--- config.mk ---
export PLATFORM = sky130hd
export DESIGN_NAME = logic_issue_stage
export DESIGN_NICKNAME = d
export VERILOG_FILES = /design/src/rtl/logic_issue_stage.sv
export SDC_FILE = /design/constraint.sdc
export NUM_CORES = 1
export LEC_CHECK = 0
export BUFFER_PORTS_ARGS = -buffer_cell sky130_fd_sc_hd__buf_2
export CAP_MARGIN = 10
export CORE_UTILIZATION = 51
export DETAILED_ROUTE_END_ITERATION = 6
export PLACE_DENSITY = 0.88
export REMOVE_ABC_BUFFERS = 1
export SLEW_MARGIN = 20
export SYNTH_ARGS = -nofsm -noshare
export SYNTH_HDL_FRONTEND = slang
export SYNTH_SLANG_ARGS = --single-unit
--- constraint.sdc ---
create_clock -name clk -period 5.4 [get_ports clk]
set_input_delay 0.54 -clock clk [delete_from_list [all_inputs] [get_ports clk]]
set_output_delay 0.54 -clock clk [all_outputs]
set_load 0.01 [all_outputs]
--- src/rtl/logic_issue_stage.sv ---
// logic_issue_stage: operand issue stage in front of the 32-bit logical units.
// Requests {op, a, b, tag} arrive over valid/ready and are buffered in a
// small FIFO. Each request spends one EXEC cycle driving the operand buses
// and unit select. The selected unit's result is then captured and held
// downstream with its tag until it is accepted.
//
// Optional feature macro: LOGIC_ISSUE_ZDRIVE_EN
//   defined   : idle op_a/op_b are driven all-z, op_sel keeps its last value
//   undefined : idle op_a/op_b are 0, idle op_sel is 0
//
// Ports:
//   clk, rst                   clock, synchronous active-high reset
//   in_valid/in_ready          request handshake
//   in_op, in_a, in_b, in_tag  request fields (op 7 is illegal)
//   op_a, op_b, op_sel         operand buses and unit select
//   res_in                     result from the selected unit
//   out_valid/out_ready        result handshake
//   out_data, out_tag, out_err captured result, its tag, illegal-op flag
module logic_issue_stage #(
   parameter int WIDTH = 32,
   parameter int DEPTH = 2,
   parameter int TAG_W = 4
) (
   input  logic             clk,
   input  logic             rst,
   input  logic             in_valid,
   output logic             in_ready,
   input  logic [2:0]       in_op,
   input  logic [WIDTH-1:0] in_a,
   input  logic [WIDTH-1:0] in_b,
   input  logic [TAG_W-1:0] in_tag,
   output logic [WIDTH-1:0] op_a,
   output logic [WIDTH-1:0] op_b,
   output logic [2:0]       op_sel,
   input  logic [WIDTH-1:0] res_in,
   output logic             out_valid,
   input  logic             out_ready,
   output logic [WIDTH-1:0] out_data,
   output logic [TAG_W-1:0] out_tag,
   output logic             out_err
);

   localparam int PW = $clog2(DEPTH);
   localparam int CW = PW + 1;

   typedef enum logic [1:0] {
      IDLE,
      EXEC,
      HOLD
   } state_t;

   state_t state;
   state_t state_nx;

   logic [2:0]       f_op  [DEPTH];
   logic [WIDTH-1:0] f_a   [DEPTH];
   logic [WIDTH-1:0] f_b   [DEPTH];
   logic [TAG_W-1:0] f_tag [DEPTH];

   logic [PW-1:0] wr_ptr;
   logic [PW-1:0] rd_ptr;
   logic [CW-1:0] count;

   logic full;
   logic empty;
   logic push;
   logic pop;

   logic [2:0]       h_op;
   logic [WIDTH-1:0] h_a;
   logic [WIDTH-1:0] h_b;
   logic [TAG_W-1:0] h_tag;
   logic             h_ill;

   logic [WIDTH-1:0] exe_a;
   logic [WIDTH-1:0] exe_b;

   // Full comes from the registered count, so a pop in the same cycle
   // never opens a slot for a push.
   assign full     = (count == CW'(DEPTH));
   assign empty    = (count == '0);
   assign in_ready = !full && !rst;
   assign push     = in_valid && in_ready;
   // EXEC is only entered with a non-empty FIFO, so the head is valid.
   assign pop      = (state == EXEC);

   assign h_op  = f_op[rd_ptr];
   assign h_a   = f_a[rd_ptr];
   assign h_b   = f_b[rd_ptr];
   assign h_tag = f_tag[rd_ptr];
   assign h_ill = (h_op == 3'd7);

   // Illegal op drives both buses low; NOT uses only a, so b is zeroed.
   assign exe_a = h_ill ? '0 : h_a;
   assign exe_b = (h_ill || h_op == 3'd6) ? '0 : h_b;

   always_ff @(posedge clk) begin
      if (push) begin
         f_op[wr_ptr]  <= in_op;
         f_a[wr_ptr]   <= in_a;
         f_b[wr_ptr]   <= in_b;
         f_tag[wr_ptr] <= in_tag;
      end
   end

   always_ff @(posedge clk) begin
      if (rst) begin
         state     <= IDLE;
         wr_ptr    <= '0;
         rd_ptr    <= '0;
         count     <= '0;
         out_valid <= 1'b0;
         out_data  <= '0;
         out_tag   <= '0;
         out_err   <= 1'b0;
      end else begin
         state <= state_nx;
         if (push) begin
            wr_ptr <= wr_ptr + 1'b1;
         end
         if (pop) begin
            rd_ptr <= rd_ptr + 1'b1;
         end
         if (push && !pop) begin
            count <= count + 1'b1;
         end else if (pop && !push) begin
            count <= count - 1'b1;
         end
         if (pop) begin
            out_valid <= 1'b1;
            out_data  <= h_ill ? '0 : res_in;
            out_tag   <= h_tag;
            out_err   <= h_ill;
         end else if (state == HOLD && out_ready) begin
            out_valid <= 1'b0;
         end
      end
   end

   always_comb begin
      state_nx = state;
      unique case (state)
         IDLE: begin
            if (!empty) begin
               state_nx = EXEC;
            end
         end
         EXEC: begin
            state_nx = HOLD;
         end
         HOLD: begin
            if (out_ready) begin
               state_nx = empty ? IDLE : EXEC;
            end
         end
         default: begin
            state_nx = IDLE;
         end
      endcase
   end

`ifdef LOGIC_ISSUE_ZDRIVE_EN
   logic [2:0] sel_q;

   always_ff @(posedge clk) begin
      if (rst) begin
         sel_q <= '0;
      end else if (pop) begin
         sel_q <= h_op;
      end
   end

   assign op_a   = pop ? exe_a : 'z;
   assign op_b   = pop ? exe_b : 'z;
   assign op_sel = pop ? h_op : sel_q;
`else
   assign op_a   = pop ? exe_a : '0;
   assign op_b   = pop ? exe_b : '0;
   assign op_sel = pop ? h_op : 3'd0;
`endif

endmodule

==> impl_metrics.env, run 1 <==
export IMPL_status="completed"
export IMPL_fp_dieArea_um2=14600
export IMPL_drive_above_1_share=0.361
export IMPL_grt_usage=0.196
export IMPL_synthArstFlopShare=0
export IMPL_fin_crit_sh=0.636
export IMPL_yosysWarnings=0
export IMPL_gp_congestion=0.751
export IMPL_fmax_mhz=291
export IMPL_grt_max_degree=72
export IMPL_dr_pass1_iters=4
export IMPL_crit_path_end_kind="primary output"
export IMPL_placed_cell_area_um2=8260
export IMPL_antenna_cells=0
export IMPL_cts_buffers=17
export IMPL_wl_per_cell_um=15.9
export IMPL_ir_drop_mv=0.286
export IMPL_ys_dominant_reg_cell="edfxtp_1"
export IMPL_area_growth_pct=23.4
export IMPL_io_buffers=212
export IMPL_globalRoute_totalOverflow=0
export IMPL_wl_mm=14.2
export IMPL_cts_resized=0
export IMPL_crit_fanout=33
export IMPL_synth_common_cells="142 x edfxtp_1, 77 x nor2_1, 72 x mux2i_1, 45 x dfxtp_1, 34 x a21oi_1"
export IMPL_tightestPinTransition_ps=983
export IMPL_cts_tree="yes"
export IMPL_clk_latency_ps=430
export IMPL_start_util=0.521
export IMPL_drtIter0Drc=222
export IMPL_ys_ff_latch=187
export IMPL_clk_pin_slew_ps=70
export IMPL_power_leakage_uw=0.00346
export IMPL_hold_viol=0
export IMPL_ctsHoldBuffers=0
export IMPL_r2r_slack_ps=2780
export IMPL_cts_max_level=4
export IMPL_p_int_uw=2930
export IMPL_crit_arrival_ps=2890
export IMPL_final_cells=890
export IMPL_drt_vias_per_instance=5.16
export IMPL_drt_antenna_violating_nets=0
export IMPL_postCtsSetupRepairBufs=0
export IMPL_ys_seq_area_frac=0.717
export IMPL_synth_area_leaders="edfxtp_1 59%, dfxtp_1 13%, mux2i_1 10%"
export IMPL_synth_top_area_frac=0.592
export IMPL_synth_cells=499
export IMPL_critPathKind="register to primary output"
export IMPL_comb_power_share=0.239
export IMPL_skew_ps=14.9
export IMPL_cts_root_buf="clkbuf_16"
export IMPL_avgSynthCellArea_um2=14.4
export IMPL_antenna_found_initial=0
export IMPL_hold_ws_ps=298
export IMPL_synth_most_common_cell="edfxtp_1"
export IMPL_layout_setup_ws_ps=1970
export IMPL_seqPwrFrac=0.448
export IMPL_clkPwrFrac=0.313
export IMPL_die_h_um=121
export IMPL_yosys_area_top_type="edfxtp_1"
export IMPL_critPathRequiredTime_ps=4860
export IMPL_fillCellCount=1028
export IMPL_multiInputGateArea_um2=1780
export IMPL_dp_cells=859
export IMPL_layout_nets=806
export IMPL_period_needed_ps=3430
export IMPL_rows=43
export IMPL_pin_count=213
export IMPL_switching_share=0.297
export IMPL_die_x_um=121
export IMPL_min_path_type="input pin to register"
export IMPL_netSwitchingPower_uw=1240
export IMPL_maxSlewHeadroom=0.344
export IMPL_dp_final_hpwl_mm=9.35
export IMPL_crit_path_start_kind="register"
export IMPL_post_place_ws_ps=2170
export IMPL_stdcell_area_um2=8890
export IMPL_synthesis_area_um2=7200
export IMPL_fp_coreArea_um2=13800
export IMPL_regArea_um2=5170
export IMPL_power_per_cell_area_nw_per_um2=469
export IMPL_drcViolationCount=0
export IMPL_finalSetupTns_ps=0
export IMPL_drv_slew=0
export IMPL_rsz0062_at_grt="false"
export IMPL_grt_pass1_vias=4396
export IMPL_maxCapViolCount=0
export IMPL_max_clock_path_buffers=2
export IMPL_grt_pass1_wl_mm=21.6
export IMPL_synth_edf_count=142
export IMPL_cts_sink_count=187
export IMPL_setup_viol=0
export IMPL_routed_via_count=4592
export IMPL_synth_cell_type_count=34
==> final timing paths <==
path,startpoint,to,cells after the start
worst max-delay path,register,op_a[19],4
worst min-delay path,in_a[25],f_a[0][25],1
worst max register to register,count[1],f_b[0][9],4
worst min register to register,out_data[23],out_data[23],2
==> layout by cell type (no fill, tap or decap), drive strengths merged <==
cell / instances
clkinvlp: 3
ha: 1
nand2b: 1
nand3: 3
nand2: 33
clkbuf: 19
mux2i: 72
a211oi: 5
nor2: 77
nor2b: 3
nand4b: 1
inv: 6
or3: 1
edfxtp: 142
clkinv: 2
nand3b: 1
and2b: 1
xor2: 2
bufinv: 4
a21oi: 34
dfxtp: 45
and2: 1
buf: 214
nor4: 1
nand4: 33
o21ai: 2
xnor2: 1
nor3b: 1
o211a: 1
==> per-layer routing <==
metal | GRT usage | vias to the layer above | wire, um
met5 | 0 | - | 0
met4 | 0.0841 | 0 | 208
met3 | 0.0547 | 12 | 1040
met2 | 0.341 | 189 | 7200
met1 | 0.227 | 2167 | 5740
li1 | - | 2224 | -
==> through the flow <==
step	utilization	power, uW
2_1_floorplan	-	2560
3_3_place_gp	0.598	2850
3_5_place_dp	0.598	2900
4_1_cts	0.643	4200
5_1_grt	0.643	4350
6_report	0.643	4170
==> final cells by class <==
type	count	share of cell area
clock inverters	12	0.0213
repair buffers	214	0.121
multi-input cells	275	0.200
flip-flops and latches	187	0.582
clock buffers	19	0.0487
well taps	180	0.0253
inverters	3	0.00211
==> worst max-delay path, cell delays in order (launching register included) <==
cell and delay (ps):
dfxtp_4 640, nand4_2 790, nand3_4 730, nor2_1 140
buf_2 170
==> flip-flops by register name (all words and copies together), names as in the netlist, named ones only <==
| name | count |
|---|---|
| count | 2 |
| f_a | 64 |
| f_b | 64 |
| f_op | 6 |
| f_tag | 8 |
| out_data | 32 |
| out_err | 1 |
| out_tag | 4 |
| out_valid | 1 |
| rd_ptr | 1 |
| state | 2 |
| wr_ptr | 1 |
==> logic make-up (layout without fill, tap and decap cells) <==
family          count (synthesis)  count (layout)  synth area share
mux                            72              72             0.100
fa+ha+maj                       1               1           0.00174
flops                         187             187             0.717
xor+xnor                        3               3           0.00365
simple gates                  157             157             0.106
compound gates                 42              42            0.0337
buf+inv                        37             248            0.0374
==> power groups by stage <==
stage | Combinational, uW | Sequential (uW) | Clock, uW
global route | 1090 | 1890 | 1380
CTS | 1010 | 1870 | 1320
global placement | 970 | 1880 | 0
detailed placement | 1000 | 1900 | 0
finish | 994 | 1870 | 1300
floorplan | 603 | 1960 | 0
Note: power is estimated with default switching activity, not from simulation.
==> run 2: changes to the inputs <==
--- a/config.mk
+++ b/config.mk
@@ -5,6 +5,7 @@
 export SDC_FILE = /design/constraint.sdc
 export NUM_CORES = 1
 export LEC_CHECK = 0
+export ABC_AREA = 1
 export BUFFER_PORTS_ARGS = -buffer_cell sky130_fd_sc_hd__buf_2
 export CAP_MARGIN = 10
 export CORE_UTILIZATION = 51
==> constraint.sdc (replaced) <==
create_clock -name clk -period 3.2 [get_ports clk]
set_input_delay 0.32 -clock clk [delete_from_list [all_inputs] [get_ports clk]]
set_output_delay 0.32 -clock clk [all_outputs]
set_load 0.01 [all_outputs]
==> run 2 against run 1 <==
Compared with the run above:
- largest power group unchanged
- non-clock buffer count grew 5
- via count grew 13%
- worst hold slack lost 210 ps
- sequential power grew 60%
- total power grew 51%
- critical path type unchanged
- core utilization grew 1.7 points
- clock skew shrank 7.6 ps
==> impl_metrics.env, run 2 <==
export IMPL_postCtsSetupRepairBufs=0
export IMPL_cp_depth=9
export IMPL_grt_pass1_vias=4937
export IMPL_synth_top_area_frac=0.596
export IMPL_layout_common_cells="235 x nand2_1, 212 x buf_2, 142 x edfxtp_1"
export IMPL_period_needed_ps=2690
export IMPL_fp_coreArea_um2=13500
export IMPL_synth_edf_count=142
export IMPL_crit_path_end_kind="primary output"
export IMPL_gp_congestion=0.769
export IMPL_synth_most_common_cell="nand2_1"
export IMPL_globalRoute_totalOverflow=0
export IMPL_dr_pass1_iters=4
export IMPL_rsz0062_at_grt="false"
export IMPL_cp_num_buf_inv=4
export IMPL_power_per_cell_area_nw_per_um2=710
export IMPL_maxCapViolCount=0
export IMPL_pin_count=213
export IMPL_cts_max_level=4
export IMPL_top_regs="f_a: 64 flops, f_b: 64 flops, out_data: 32 flops"
export IMPL_cp_common_cell="nand2_1"
export IMPL_antenna_found_initial=0
export IMPL_ctsHoldBuffers=0
export IMPL_antenna_cells=0
export IMPL_ys_seq_area_frac=0.722
export IMPL_holdPathStages=1
export IMPL_fin_crit_sh=0.840
export IMPL_grt_max_degree=71
export IMPL_cts_buffers=17
export IMPL_grt_pass1_wl_mm=24.0
export IMPL_synth_common_cells="235 x nand2_1, 142 x edfxtp_1, 82 x a21oi_1, 45 x dfxtp_1, 41 x o21ai_0"
export IMPL_clk_latency_ps=420
export IMPL_wl_per_cell_um=14.9
export IMPL_drcViolationCount=0
export IMPL_maxSlewHeadroom=0.542
export IMPL_ys_dominant_reg_cell="edfxtp_1"
export IMPL_setup_viol=0
export IMPL_hold_ws_ps=84.0
export IMPL_status="completed"
export IMPL_ff2ff_path_depth=5
export IMPL_routed_via_count=5197
export IMPL_power_leakage_uw=0.00409
export IMPL_cts_sink_count=187
export IMPL_dp_final_hpwl_mm=10.2
export IMPL_max_clock_path_buffers=2
export IMPL_crit_chain="inv_2 -> nand2_1 -> nand2_1 -> nand3_2 -> nand2_2 -> inv_4 -> nand2_1 -> inv_1 -> buf_2"
export IMPL_fp_dieArea_um2=14500
export IMPL_cp_slowest_cell="dfxtp_2"
export IMPL_wl_mm=15.4
export IMPL_crit_family="simple AND/OR/NAND/NOR gates"
export IMPL_placed_cell_area_um2=8340
export IMPL_synthArstFlopShare=0
export IMPL_crit_arrival_ps=2370
export IMPL_stdcell_area_um2=8880
export IMPL_avgSynthCellArea_um2=11.1
export IMPL_clk_pin_slew_ps=60
export IMPL_drt_antenna_violating_nets=0
export IMPL_critPathRequiredTime_ps=2880
export IMPL_ir_drop_mv=0.553
export IMPL_drtIter0Drc=382
export IMPL_cts_root_buf="clkbuf_16"
export IMPL_drt_vias_per_instance=5.01
export IMPL_crit_path_start_kind="register"
export IMPL_layout_nets=957
export IMPL_die_x_um=120
export IMPL_synth_area_leaders="edfxtp_1 60%, dfxtp_1 13%, nand2_1 12%"
export IMPL_tightestPinTransition_ps=688
export IMPL_yosysWarnings=0
export IMPL_cts_tree="yes"
export IMPL_synth_cell_type_count=20
export IMPL_crit_fanout=33
export IMPL_yosys_area_top_type="edfxtp_1"
export IMPL_synth_cells=646
export IMPL_ys_ff_latch=187
export IMPL_max_stage_delay_ps=450
export IMPL_io_buffers=212
export IMPL_start_util=0.532
export IMPL_drv_slew=0
export IMPL_cts_resized=0
export IMPL_hold_viol=0
export IMPL_die_h_um=120
export IMPL_skew_ps=7.24
export IMPL_grt_usage=0.220
export IMPL_synthesis_area_um2=7150
export IMPL_critPathKind="register to primary output"
export IMPL_rows=42
export IMPL_layout_commonest_cell="nand2_1"
export IMPL_min_path_type="input pin to register"
export IMPL_drive_above_1_share=0.316
export IMPL_fmax_mhz=372
export IMPL_area_growth_pct=24.2
-- run 2: changes by cell type in the layout (fill, tap and decap cells not counted), sizes merged, moves of 2 or more --
cell,previous run,this run
xor2,2,0
a211oi,5,0
nor2b,3,0
bufinv,4,1
clkinv,2,7
nor2,77,8
nand4,33,0
a21oi,34,82
o21ai,2,41
inv,6,42
buf,214,219
nand2,33,245
mux2i,72,0
-- run 2: metrics by stage --
step	setup slack [ps]	cells	util	total power, uW	TNS (ps)
2_1_floorplan	-1350	611	-	3860	-211620
3_3_place_gp	1020	1006	0.620	4400	0
3_5_place_dp	924	1006	0.620	4450	0
4_1_cts	470	1037	0.660	6350	0
5_1_grt	257	1037	0.660	6620	0
6_report	513	1037	0.660	6310	0
-- run 2: metal layers --
layer,up-vias,share of wire,track usage
li1,2567,-,-
met1,2374,0.40,0.260
met2,230,0.49,0.377
met3,26,0.091,0.0679
met4,0,0.019,0.0826
met5,-,0,0
-- run 2: report_power, final --
group          total [uW]  switching [uW]  internal (uW)
Sequential           3000             113           2890
Clock                1910             847           1060
Combinational        1400             935            463
-- run 2: final timing paths --
| path | endpoint | start | slack (ps) |
|---|---|---|---|
| worst max-delay path | op_a[19] | register | 510 |
| worst min-delay path | f_tag[0][2] | in_tag[2] | 80 |
| worst min register to register | state[0] | state[0] | 450 |
| worst max register to register | f_b[0][30] | count[0] | 1290 |
-- run 2: cell type report --
| class | count | area [um^2] |
|---|---|---|
| clock buffers | 20 | 437 |
| well taps | 176 | 220 |
| fillers | 1054 | 4570 |
| inverters | 42 | 160 |
| repair buffers | 219 | 1140 |
| clock inverters | 11 | 100 |
| flip-flops and latches | 187 | 5170 |
| multi-input cells | 382 | 1660 |
-- run 2: cells by family after synthesis --
kind of cell,synth area share
AO/OA/AOI/OAI,0.0871
adder cells (fa/ha/maj),0.00175
buffers and inverters,0.0479
flip-flops,0.722
AND/OR/NAND/NOR,0.141
==> run 3: changes to the inputs <==
--- a/config.mk
+++ b/config.mk
@@ -8,9 +8,9 @@
 export ABC_AREA = 1
 export BUFFER_PORTS_ARGS = -buffer_cell sky130_fd_sc_hd__buf_2
 export CAP_MARGIN = 10
-export CORE_UTILIZATION = 51
+export CORE_UTILIZATION = 46
 export DETAILED_ROUTE_END_ITERATION = 6
-export PLACE_DENSITY = 0.88
+export PLACE_DENSITY = 0.84
 export REMOVE_ABC_BUFFERS = 1
 export SLEW_MARGIN = 20
 export SYNTH_ARGS = -nofsm -noshare
==> constraint.sdc (replaced) <==
create_clock -name clk -period 2.2 [get_ports clk]
set_input_delay 0.22 -clock clk [delete_from_list [all_inputs] [get_ports clk]]
set_output_delay 0.22 -clock clk [all_outputs]
set_load 0.01 [all_outputs]
==> run 3 against run 2 <==
Compared with the run above:
- sequential share of layout area shrank 4.8 points
- critical path type unchanged
- worst setup slack lost 350 ps
- die area grew 11%
- largest cell class unchanged
- sequential cell count is the same
- first-iteration DRC count shrank 23%
- sequential power grew 45%
==> impl_metrics.env, run 3 (synthesis gave the netlist of run 2 again) <==
export IMPL_drv_slew=0
export IMPL_ff2ff_path_depth=5
export IMPL_power_per_cell_area_nw_per_um2=974
export IMPL_status="completed"
export IMPL_placed_cell_area_um2=8410
export IMPL_fmax_mhz=491
export IMPL_layout_commonest_cell="nand2_1"
export IMPL_routed_via_count=5497
export IMPL_fp_coreArea_um2=15200
export IMPL_min_path_type="input pin to register"
export IMPL_cts_max_level=4
export IMPL_final_core_util=0.636
export IMPL_cp_slowest_cell="dfxtp_2"
export IMPL_cp_common_cell="nand2_1"
export IMPL_clk_pin_slew_ps=70
export IMPL_stdcell_area_um2=9670
export IMPL_drtIter0Drc=294
export IMPL_grt_usage=0.207
export IMPL_power_total_uw=9420
export IMPL_crit_fanout=32
export IMPL_drt_vias_per_instance=4.89
export IMPL_maxSlewHeadroom=0.741
export IMPL_cts_sink_count=187
export IMPL_layout_nets=1031
export IMPL_start_util=0.470
export IMPL_grt_pass1_wl_mm=25.5
export IMPL_layout_common_cells="235 x nand2_1, 212 x buf_2, 142 x edfxtp_1"
export IMPL_die_h_um=127
export IMPL_wl_per_cell_um=14.6
export IMPL_fp_dieArea_um2=16100
export IMPL_finalSetupTns_ps=0
export IMPL_fin_crit_sh=0.927
export IMPL_r2r_start="count[0]"
export IMPL_postCtsSetupRepairBufs=0
export IMPL_crit_end="op_b[14]"
export IMPL_cp_depth=8
export IMPL_grt_pass1_vias=5413
export IMPL_area_growth_pct=35.3
export IMPL_skew_ps=13.0
export IMPL_top_regs="f_a: 64 flops, f_b: 64 flops, out_data: 32 flops"
export IMPL_drcViolationCount=0
export IMPL_power_leakage_uw=0.00443
export IMPL_io_buffers=212
export IMPL_hold_viol=0
export IMPL_ir_drop_mv=0.540
export IMPL_critPathRequiredTime_ps=1980
export IMPL_setup_viol=0
export IMPL_grt_max_degree=68
export IMPL_antenna_found_initial=1
export IMPL_drive_above_1_share=0.300
export IMPL_r2r_slack_ps=460
export IMPL_crit_path_start_kind="register"
export IMPL_maxCapViolCount=0
export IMPL_clk_latency_ps=420
export IMPL_die_x_um=127
export IMPL_critPathKind="register to primary output"
export IMPL_drt_antenna_violating_nets=0
export IMPL_rsz0062_at_grt="false"
export IMPL_globalRoute_totalOverflow=0
export IMPL_gp_congestion=0.763
export IMPL_cts_tree="yes"
export IMPL_crit_chain="inv_2 -> nand2_1 -> nand2_1 -> nand2_1 -> nand2_1 -> buf_4 -> a21oi_1 -> buf_2"
export IMPL_max_stage_delay_ps=390
export IMPL_cp_num_buf_inv=3
export IMPL_rows=45
export IMPL_cts_root_buf="clkbuf_16"
export IMPL_max_clock_path_buffers=2
export IMPL_crit_family="buffers and inverters"
export IMPL_tightestPinTransition_ps=389
export IMPL_pin_count=213
export IMPL_crit_arrival_ps=1820
export IMPL_period_needed_ps=2040
export IMPL_wl_mm=16.4
export IMPL_rr_endpoint="f_b[1][7]"
export IMPL_crit_path_end_kind="primary output"
export IMPL_cts_buffers=17
export IMPL_dr_pass1_iters=4
export IMPL_dp_final_hpwl_mm=9.83
[run 3: cell count changes in the layout (fill, tap and decap cells not counted), sizes merged]
cell         delta
inv            +10
clkinv          -3
clkbuf          -3
diode           +1
dlygate4sd3    +71
clkinvlp        -2
bufinv          -1
buf             +3
[run 3: worst reg2reg max path, cell delays in order (launching register included)]
cell and delay, ps:
dfxtp_1 330, inv_1 90, nand2_1 70, nand3_1 220, nor2_4 270, buf_12 370
[run 3: report_power, final]
group / switching (uW) / total (uW) / internal [uW]
combinational: 1410 / 2200 / 792
sequential: 154 / 4350 / 4190
clock: 1380 / 2870 / 1490
[run 3: final cells by class]
| type | count | area (um^2) |
|---|---|---|
| timing repair buffer | 293 | 1900 |
| sequential | 187 | 5170 |
| antenna | 1 | 2.50 |
| clock inverter | 15 | 124 |
| fill | 1157 | 5530 |
| tap | 188 | 235 |
| multi-input combinational | 382 | 1660 |
| clock buffer | 17 | 425 |
| inverter | 42 | 165 |
[run 3: worst min path at each step]
stage	start	to	cells after the start	slack (ps)
2_1_floorplan	rst	out_valid	1	290
3_3_place_gp	in_a[21]	f_a[0][21]	1	410
3_5_place_dp	in_a[2]	f_a[0][2]	1	410
4_1_cts	in_tag[1]	f_tag[1][1]	1	10
5_1_grt	in_tag[1]	f_tag[1][1]	1	3
6_report	in_tag[1]	f_tag[1][1]	1	20
[run 3: stage by stage]
step / worst slack [ps] / hold slack, ps / instances
floorplan: -2250 / 289 / 611
global placement: 529 / 408 / 1021
detailed placement: 478 / 411 / 1021
CTS: 50.3 / 11.6 / 1124
global route: 3.55 / 3.09 / 1125
finish: 162 / 20.1 / 1125
[run 3: repair_timing]
action / 4_1_cts / 5_1_grt
resized for setup: 0 / 2
endpoints found under the hold margin: 141 / 0
hold buffers: 71 / 0
setup endpoints to repair: 0 / 20
[run 3: per-layer routing]
layer  global-route usage  vias to the layer above  routed length (um)
li1                     -                     2720                   -
met1                0.234                     2556                6740
met2                0.368                      196                8300
met3               0.0553                       25                1020
met4               0.0903                        0                 329
met5                    0                        -                   0
